===== src/rtl/fetch_queue.sv =====
// Fetch-to-decode instruction queue: DEPTH-entry in-order buffer of {pc, instr, misaligned}
// with valid/ready on both sides and a single-cycle flush for redirects.
module fetch_queue #(
  parameter int unsigned DEPTH     = 4,
  parameter logic [31:0] NOP_INSTR = 32'h00000013
) (
  input  logic                       clk,
  input  logic                       rst_n,
  input  logic                       flush,
  input  logic                       in_valid,
  output logic                       in_ready,
  input  logic [31:0]                in_pc,
  input  logic [31:0]                in_instr,
  output logic                       out_valid,
  input  logic                       out_ready,
  output logic [31:0]                out_pc,
  output logic [31:0]                out_instr,
  output logic                       out_misaligned,
  output logic [$clog2(DEPTH):0]     count
);

  localparam int unsigned AW = $clog2(DEPTH);
  localparam int unsigned CW = AW + 1;

  logic [31:0]   pc_mem   [DEPTH];
  logic [31:0]   instr_mem[DEPTH];
  logic          mis_mem  [DEPTH];

  logic [AW-1:0] wr_ptr;
  logic [AW-1:0] rd_ptr;
  logic [CW-1:0] count_q;
  logic [CW-1:0] count_next;
  logic          push;
  logic          pop;

  assign in_ready  = (count_q != CW'(DEPTH)) & ~flush;
  assign out_valid = (count_q != '0);
  assign push      = in_valid & in_ready;
  assign pop       = out_valid & out_ready;
  assign count     = count_q;

  always_comb begin
    count_next = count_q + {{AW{1'b0}}, push} - {{AW{1'b0}}, pop};
  end

  // Head fields are forced to a harmless NOP when empty so decode never sees stale storage.
  always_comb begin
    out_pc         = '0;
    out_instr      = NOP_INSTR;
    out_misaligned = 1'b0;
    if (out_valid) begin
      out_pc         = pc_mem[rd_ptr];
      out_instr      = instr_mem[rd_ptr];
      out_misaligned = mis_mem[rd_ptr];
    end
  end

  always_ff @(posedge clk or negedge rst_n) begin
    if (!rst_n) begin
      wr_ptr  <= '0;
      rd_ptr  <= '0;
      count_q <= '0;
    end else if (flush) begin
      wr_ptr  <= '0;
      rd_ptr  <= '0;
      count_q <= '0;
    end else begin
      if (push) wr_ptr <= wr_ptr + 1'b1;
      if (pop)  rd_ptr <= rd_ptr + 1'b1;
      count_q <= count_next;
    end
  end

  always_ff @(posedge clk) begin
    if (push) begin
      pc_mem[wr_ptr]    <= in_pc;
      instr_mem[wr_ptr] <= in_instr;
      mis_mem[wr_ptr]   <= (in_pc[1:0] != 2'b00);
    end
  end

endmodule


===== config.mk =====
export PLATFORM = sky130hd
export DESIGN_NAME = fetch_queue
export DESIGN_NICKNAME = d
export VERILOG_FILES = /design/src/rtl/fetch_queue.sv
export SDC_FILE = /design/constraint.sdc
export NUM_CORES = 1
export LEC_CHECK = 0
export CAP_MARGIN = 40
export CORE_MARGIN = 4
export CORE_UTILIZATION = 45
export DETAILED_ROUTE_END_ITERATION = 7
export DONT_BUFFER_PORTS = 1
export SLEW_MARGIN = 20
export SYNTH_ARGS = -nofsm -noshare
export SYNTH_HDL_FRONTEND = slang
export SYNTH_SLANG_ARGS = --single-unit

===== constraint.sdc =====
create_clock -name clk -period 2.8 [get_ports clk]
set_input_delay 0.28 -clock clk [delete_from_list [all_inputs] [get_ports clk]]
set_output_delay 0.28 -clock clk [all_outputs]
set_load 0.01 [all_outputs]

==> impl_metrics.ini, run 1 <==
[route]
drt_iter0_markers = 214
firstDrtPassIters = 5
drc = 0
wirelength_um = 19400
drt-wirelength-per-cell_um = 22.6
avgViaCountPerCell = 5.43
vias = 4645
antenna_left = 0

[cts]
cts_buffer_depth = 3
cts_buffers = 28
cts_tree = done
htreeDepth = 1
hold_buffers = 67
clk_pin_slew_ps = 60
insertion_delay_ps = 520
cts_setup_buffers = 0
postCtsResizedCells = 0
cts_root_buf = clkbuf_16
cts.sinks = 267

[synth]
syn_area_um2 = 10300
yosysWarningCount = 0
synth_cell_types = 29
syn_nets = 538
synth.ff_latch_count = 267
synthCells = 462
ys_seq_area_frac = 0.775
ys_top_cells_by_area = edfxtp_1 (76%), mux4_2 (14%), and2_1 (4.1%)
syn_area_per_cell_um2 = 22.3
yosysTopAreaCellShare = 0.758
synth_top_cell_by_area = edfxtp_1

[place]
gp_congestion = 0.734
hpwl_um = 11000
portBuffers = 0

[sta]
drv_slew = 0
rsz0062_at_grt = no
fmax_mhz = 395
worstMarginPinSlew_ps = 672
post-route-min-period_ps = 2530
tns_ps = 0
setup_viol = 0
slew_headroom = 0.552
period_share = 0.905
hold_viol = 0
fin_worst_skew_ps = 19.1

[cells_and_area]
diodes = 0
drive_above_1_share = 0.229
syn_to_final_growth_pct = 19.2
fillers = 1752
nNetsFinal = 626
seq_area_um2 = 7990
multi_input_area_um2 = 2150

[global_routing]
grt_use_total = 0.155
antenna_found_initial = 0
grt_pass1_wl_um = 30500
grt_pass1_vias = 5321
grt_max_degree = 65
grt_overflow_total = 0

[critical_path]
r2r_start = count[2]$_DFF_PN0_
cp_max_fo = 39
cp_cell_sequence = buf_12 > mux4_2 > or2_1
max_stage_delay_ps = 830
start_kind = flip-flop
worstSetupStartpoint = rd_ptr[1]$_DFFE_PN0P_
worst-setup-path-type = reg -> out
arrival_ps = 2250
critPathSlowestCell = dfrtp_4
regToRegSetupSlack_ps = 340
end_kind = primary output
cp.required_ps = 2520

[floorplanning]
core_um2 = 22600
die_h_um = 159
dieArea_um2 = 25400
io_pins = 139
rows = 55
die_w_um = 159
start_util = 0.456

[power_and_ir_drop]
leakage_nw = 3.92
max-vdd-ir-drop_v = 0.00109
p_total_w = 0.0109
power.density_nw_per_um2 = 885

[outcome]
status = completed

[worst_hold_path]
hold_class = in -> async

[run]
timing.max_cap.violations = 0
-- cell families (layout without fill, tap and decap cells) --
group	Yosys count	in the layout	synth area share
AO/OA/AOI/OAI	5	5	0.00279
multiplexers	67	67	0.144
flip-flops	267	267	0.775
buffers and inverters	29	138	0.0170
adder cells (fa/ha/maj)	7	7	0.00923
AND/OR/NAND/NOR	86	86	0.0509
XOR/XNOR	1	1	0.000850
-- synthesized netlist by cell type --
library cell	number
or2_2	1
buf_1	2
edfxtp_1	260
nor3_2	1
o21ai_0	1
nor2b_1	1
or3_1	1
buf_6	1
nand3_1	1
buf_2	8
clkbuf_1	9
buf_12	3
ha_1	6
mux4_2	65
dfrtp_1	7
xor2_1	1
mux2i_1	1
or2_1	3
o21ai_1	1
nand2b_1	3
mux2_2	1
and2_1	68
a21oi_1	2
inv_1	6
nand2_1	1
nor2_1	5
a21oi_2	1
nor3_1	1
fa_1	1
-- cell usage in the layout, fill, tap and decap left out, drive strengths merged --
cell         instances
a21oi                3
inv                  7
ha                   6
nor2                 5
mux2i                1
mux4                65
nor2b                1
or3                  1
clkinv               8
and2                68
mux2                 1
nor3                 2
edfxtp             260
o21ai                2
nand2                1
clkbuf              42
or2                  4
fa                   1
dlygate4sd3         67
xor2                 1
nand3                1
nand2b               3
buf                 14
dfrtp                7
-- critical path, delay by kind of cell (launching register included) --
family                 cells  cell delay [ps]
flip-flops                 1              830
multiplexers               1              310
buffers and inverters      1              290
AND/OR/NAND/NOR            1              290
-- power breakdown --
group,internal (W),switching [W],total [W]
Combinational,0.00109,0.00139,0.00248
Clock,0.00207,0.00140,0.00348
Sequential,0.00472,0.000175,0.00490
-- routing by layer --
layer | track usage | part of all wire
met5 | 0 | 0
met2 | 0.271 | 0.52
met1 | 0.198 | 0.40
met3 | 0.0357 | 0.058
met4 | 0.0371 | 0.017
-- sequential cells by signal, summed over array words and instances, names as in the netlist --
name,flops
mis_mem,4
wr_ptr,2
pc_mem,128
rd_ptr,2
count,3
instr_mem,128
-- stage by stage --
step                worst slack [ps]   util  std cells  hold slack (ps)  area [um2]
floorplan                        287      -        462            -15.6       10300
global placement                 467  0.474        737            -15.3       10700
detailed placement               372  0.475        738            -15.2       10700
CTS                              183  0.544        856             67.5       12300
global route                     130  0.544        856             83.9       12300
finish                           266  0.544        856             89.0       12300
-- final timing paths --
| path | end | depth (start not counted) |
|---|---|---|
| max in group asynchronous | rd_ptr[0]$_DFFE_PN0P_ | 1 |
| setup / recovery | out_instr[4] | 3 |
| min in group clk | wr_ptr[0]$_DFFE_PN0P_ | 4 |
| setup reg to reg | count[2]$_DFF_PN0_ | 11 |
| hold reg to reg | wr_ptr[0]$_DFFE_PN0P_ | 1 |
| hold / removal | count[2]$_DFF_PN0_ | 1 |
-- final cells by class --
cell class | instances | area share
clock buffers | 42 | 0.0689
clock inverters | 9 | 0.00347
inverters | 6 | 0.00184
multi-input cells | 166 | 0.175
flip-flops and latches | 267 | 0.651
well taps | 285 | 0.0291
repair buffers | 81 | 0.0703
Note: power is estimated with default switching activity, not from simulation.
==> run 2: changes to the inputs <==
--- a/config.mk
+++ b/config.mk
@@ -10,6 +10,8 @@
 export CORE_UTILIZATION = 45
 export DETAILED_ROUTE_END_ITERATION = 7
 export DONT_BUFFER_PORTS = 1
+export RECOVER_POWER = 50
+export SKIP_LAST_GASP = 1
 export SLEW_MARGIN = 20
 export SYNTH_ARGS = -nofsm -noshare
 export SYNTH_HDL_FRONTEND = slang
==> run 2 against run 1 <==
  * Sequential share of layout area is 0.053 points higher
  * Critical path type unchanged
  * Die area stayed put
  * Maximum frequency is 0.21% higher
  * Non-clock buffer count stayed put
  * Final area hardly changed
  * Utilization hardly changed
  * Final cell count stayed put
  * Routed wire length hardly changed
==> impl_metrics.ini, run 2 (synthesis results as in run 1) <==
[outcome]
status = completed

[cts]
cts_buffer_depth = 3
postCtsResizedCells = 0
cts_tree = done
htreeDepth = 1
cts.sinks = 267
insertion_delay_ps = 520
cts_buffers = 28
cts_root_buf = clkbuf_16
clk_pin_slew_ps = 60

[floorplanning]
core_um2 = 22600
die_w_um = 159
io_pins = 139
rows = 55
dieArea_um2 = 25400
die_h_um = 159
start_util = 0.456

[route]
avgViaCountPerCell = 5.43
drt_iter0_markers = 229
wirelength_um = 19400
antenna_left = 0
vias = 4648
drc = 0
drt-wirelength-per-cell_um = 22.6
firstDrtPassIters = 5

[sta]
timing.hold.ws_ps = 89.6
slew_headroom = 0.553
fin_worst_skew_ps = 19.7
hold_viol = 0
setup_viol = 0
tns_ps = 0
post-route-min-period_ps = 2530
rsz0062_at_grt = no
period_share = 0.903
worstMarginPinSlew_ps = 671
drv_slew = 0
finalWorstSetupSlack_ps = 271
fmax_mhz = 395

[critical_path]
start_kind = flip-flop
worst-setup-path-type = reg -> out
cp_max_fo = 39
cp_cell_sequence = buf_12 > mux4_2 > or2_1
arrival_ps = 2250
cp.required_ps = 2520
critPathSlowestCell = dfrtp_4
end_kind = primary output
max_stage_delay_ps = 830

[cells_and_area]
design_area_um2 = 12300
largestRegisters = instr_mem x128, pc_mem x128, mis_mem x4
syn_to_final_growth_pct = 19.1
nNetsFinal = 626
diodes = 0
drive_above_1_share = 0.224
final_util = 0.543
final_cell_mix = edfxtp_1 (260), dlygate4sd3_1 (67), mux4_2 (65)
final_common_cell = edfxtp_1
fillers = 1757

[global_routing]
grt_max_degree = 65
grt_pass1_wl_um = 30500
grt_overflow_total = 0
grt_use_total = 0.155
grt_pass1_vias = 5321
antenna_found_initial = 0

[worst_hold_path]
hold_class = in -> async

[power_and_ir_drop]
leakage_nw = 3.91
power.density_nw_per_um2 = 885
max-vdd-ir-drop_v = 0.00108

[place]
place_ws_ps = 372
portBuffers = 0
dpl_cell_area_um2 = 10700
hpwl_um = 11000
gp_congestion = 0.734

[run]
timing.max_cap.violations = 0
## run 2: final cells by class
type | count | area, um2 | share of cell area
Clock buffer | 42 | 846 | 0.0690
Clock inverter | 9 | 42.5 | 0.00347
Inverter | 6 | 22.5 | 0.00184
Multi-Input combinational cell | 166 | 2150 | 0.175
Sequential cell | 267 | 7990 | 0.652
Tap cell | 285 | 357 | 0.0291
Timing Repair Buffer | 81 | 860 | 0.0701
## run 2: per-stage QoR
| stage | std cells | power (W) |
|---|---|---|
| after floorplan | 462 | 0.00684 |
| after detailed placement | 738 | 0.00744 |
| after global placement | 737 | 0.00738 |
| after global routing | 856 | 0.0114 |
| final | 856 | 0.0109 |
| after CTS | 856 | 0.0111 |
## run 2: repair_timing
action / CTS / global route
setup buffers: 0 / 0
hold buffers: 67 / 0
endpoints found under the hold margin: 274 / 0
## run 2: final timing paths
| path | startpoint | endpoint | slack (ps) | depth (start not counted) |
|---|---|---|---|---|
| setup reg to reg | count[1]$_DFF_PN0_ | pc_mem[2][3]$_DFFE_PP_ | 300 | 5 |
| setup / recovery | rd_ptr[1]$_DFFE_PN0P_ | out_instr[4] | 270 | 3 |
| max in group asynchronous | rst_n | rd_ptr[0]$_DFFE_PN0P_ | 2430 | 1 |
| hold reg to reg | wr_ptr[0]$_DFFE_PN0P_ | wr_ptr[0]$_DFFE_PN0P_ | 550 | 1 |
| min in group clk | in_valid | wr_ptr[0]$_DFFE_PN0P_ | 260 | 4 |
| hold / removal | rst_n | count[2]$_DFF_PN0_ | 90 | 1 |
## run 2: worst max-delay path, delay by kind of cell, from the launching register on
kind	cells	cell delay (ps)
buffers and inverters	1	290
multiplexers	1	310
AND/OR/NAND/NOR	1	280
flip-flops	1	830
## run 2: routing by layer
metal | vias to the layer above | global-route usage | share of wire
met4 | 0 | 0.0371 | 0.017
li1 | 2042 | - | -
met1 | 2446 | 0.198 | 0.40
met2 | 132 | 0.271 | 0.52
met3 | 28 | 0.0357 | 0.060
met5 | - | 0 | 0
## run 2: where the power goes
part           switching [W]  internal, W
clock                0.00140      0.00207
sequential          0.000175      0.00472
combinational        0.00139      0.00109
total                0.00297      0.00788
==> run 3: changes to the inputs <==
--- a/config.mk
+++ b/config.mk
@@ -6,7 +6,6 @@
 export NUM_CORES = 1
 export LEC_CHECK = 0
 export CAP_MARGIN = 40
-export CORE_MARGIN = 4
 export CORE_UTILIZATION = 45
 export DETAILED_ROUTE_END_ITERATION = 7
 export DONT_BUFFER_PORTS = 1
==> run 3 against run 2 <==
  * Clock-buffer cell count grew 2
  * Final area is 0.10% lower
  * Sequential power is essentially flat
  * Combinational power hardly changed
  * Die area down 7.4%
  * Sequential share of layout area rose by 0.066 points
  * Clock skew decreased by 3.8 ps
  * Critical path depth did not move
  * Critical endpoint is now out_instr[1]
==> impl_metrics.ini, run 3 (synthesis results as in run 1) <==
[cts]
hold_buffers = 68
insertion_delay_ps = 530
cts_buffers = 28
htreeDepth = 1
cts_buffer_depth = 3
cts_root_buf = clkbuf_16
cts_tree = done
postCtsResizedCells = 0
clk_pin_slew_ps = 60
cts_setup_buffers = 0
cts.sinks = 267

[cells_and_area]
drive_above_1_share = 0.218
design_area_um2 = 12300
largestRegisters = instr_mem x128, pc_mem x128, mis_mem x4
nNetsFinal = 629
diodes = 0
final_common_cell = edfxtp_1
final_cell_mix = edfxtp_1 (260), dlygate4sd3_1 (68), mux4_2 (65)
fillers = 1716
syn_to_final_growth_pct = 18.9

[power_and_ir_drop]
power.density_nw_per_um2 = 879
p_total_w = 0.0108
combPwrFrac = 0.229
pwr-share-seq = 0.457
leakage_nw = 3.90
sw_frac_of_total = 0.275
p_switching_w = 0.00296
clkPwrFrac = 0.314
internal_power_w = 0.00781
max-vdd-ir-drop_v = 0.00122

[critical_path]
start_kind = flip-flop
cp.required_ps = 2520
worst-setup-path-type = reg -> out
end_kind = primary output
cp_max_fo = 25
arrival_ps = 2300

[place]
portBuffers = 0
gp_congestion = 0.714
hpwl_um = 10800
place_ws_ps = 286
dpl_cell_area_um2 = 10700

[sta]
post-route-min-period_ps = 2580
finalWorstSetupSlack_ps = 216
fmax_mhz = 387
slew_headroom = 0.530
rsz0062_at_grt = no
period_share = 0.923
fin_worst_skew_ps = 15.9
hold_viol = 0
tns_ps = 0
worstMarginPinSlew_ps = 705
drv_slew = 0
setup_viol = 0
timing.hold.ws_ps = 83.7

[route]
drc = 0
firstDrtPassIters = 6
vias = 4690
wirelength_um = 18900
drt_iter0_markers = 239
avgViaCountPerCell = 5.50
drt-wirelength-per-cell_um = 22.1
antenna_left = 0

[floorplanning]
die_h_um = 153
die_w_um = 153
rows = 54
dieArea_um2 = 23500
start_util = 0.465
core_um2 = 22200
io_pins = 139

[global_routing]
grt_pass1_wl_um = 29200
grt_pass1_vias = 5118
antenna_found_initial = 0
grt_use_total = 0.165
grt_overflow_total = 0
grt_max_degree = 65

[worst_hold_path]
hold_class = in -> async

[run]
timing.max_cap.violations = 0

[outcome]
status = completed
-- run 3: changes by cell type in the layout (fill, tap and decap cells not counted), moves of 2 or more --
cell,before,now
buf_4,6,8
and2_2,0,2
clkinv_2,5,1
clkbuf_1,8,12
-- run 3: layout make-up --
cell class	instances	area, um2	area share
clock buffers	44	822	0.0671
flip-flops and latches	267	7990	0.652
well taps	280	350	0.0286
clock inverters	6	27.5	0.00225
repair buffers	84	892	0.0728
inverters	6	22.5	0.00184
multi-input cells	166	2150	0.175
-- run 3: layer usage --
layer	vias to the layer above	global-route usage	wire, um
met5	-	0	0
met4	0	0.0457	432
met3	33	0.0394	940
met2	104	0.285	9840
met1	2506	0.207	7660
li1	2047	-	-
-- run 3: power by group through the flow --
stage                     clock [W]  sequential, W  combinational [W]
after global placement            0        0.00503            0.00234
after global routing        0.00361        0.00495            0.00268
final                       0.00338        0.00492            0.00247
after floorplan                   0        0.00488            0.00196
after CTS                   0.00346        0.00492            0.00254
after detailed placement          0        0.00501            0.00242
-- run 3: final timing paths --
kind                       slack (ps)  depth (start not counted)             startpoint                    endpoint
max in group asynchronous        2440                          1                  rst_n       rd_ptr[1]$_DFFE_PN0P_
max reg2reg                       290                          5     count[1]$_DFF_PN0_  instr_mem[2][16]$_DFFE_PP_
min in group clk                  220                          4               in_valid       wr_ptr[0]$_DFFE_PN0P_
min reg2reg                       570                          1  wr_ptr[0]$_DFFE_PN0P_       wr_ptr[0]$_DFFE_PN0P_
max                               220                          3  rd_ptr[0]$_DFFE_PN0P_                out_instr[1]
min                                80                          1                  rst_n          count[0]$_DFF_PN0_
-- run 3: stage by stage --
step | instances | util
floorplan | 462 | -
global placement | 734 | 0.483
detailed placement | 735 | 0.484
CTS | 853 | 0.553
global route | 853 | 0.553
finish | 853 | 0.553
-- run 3: critical path: stages (launching register included) --
cell and delay, ps:
dfrtp_4 690, buf_12 290, mux4_2 510, or2_1 270
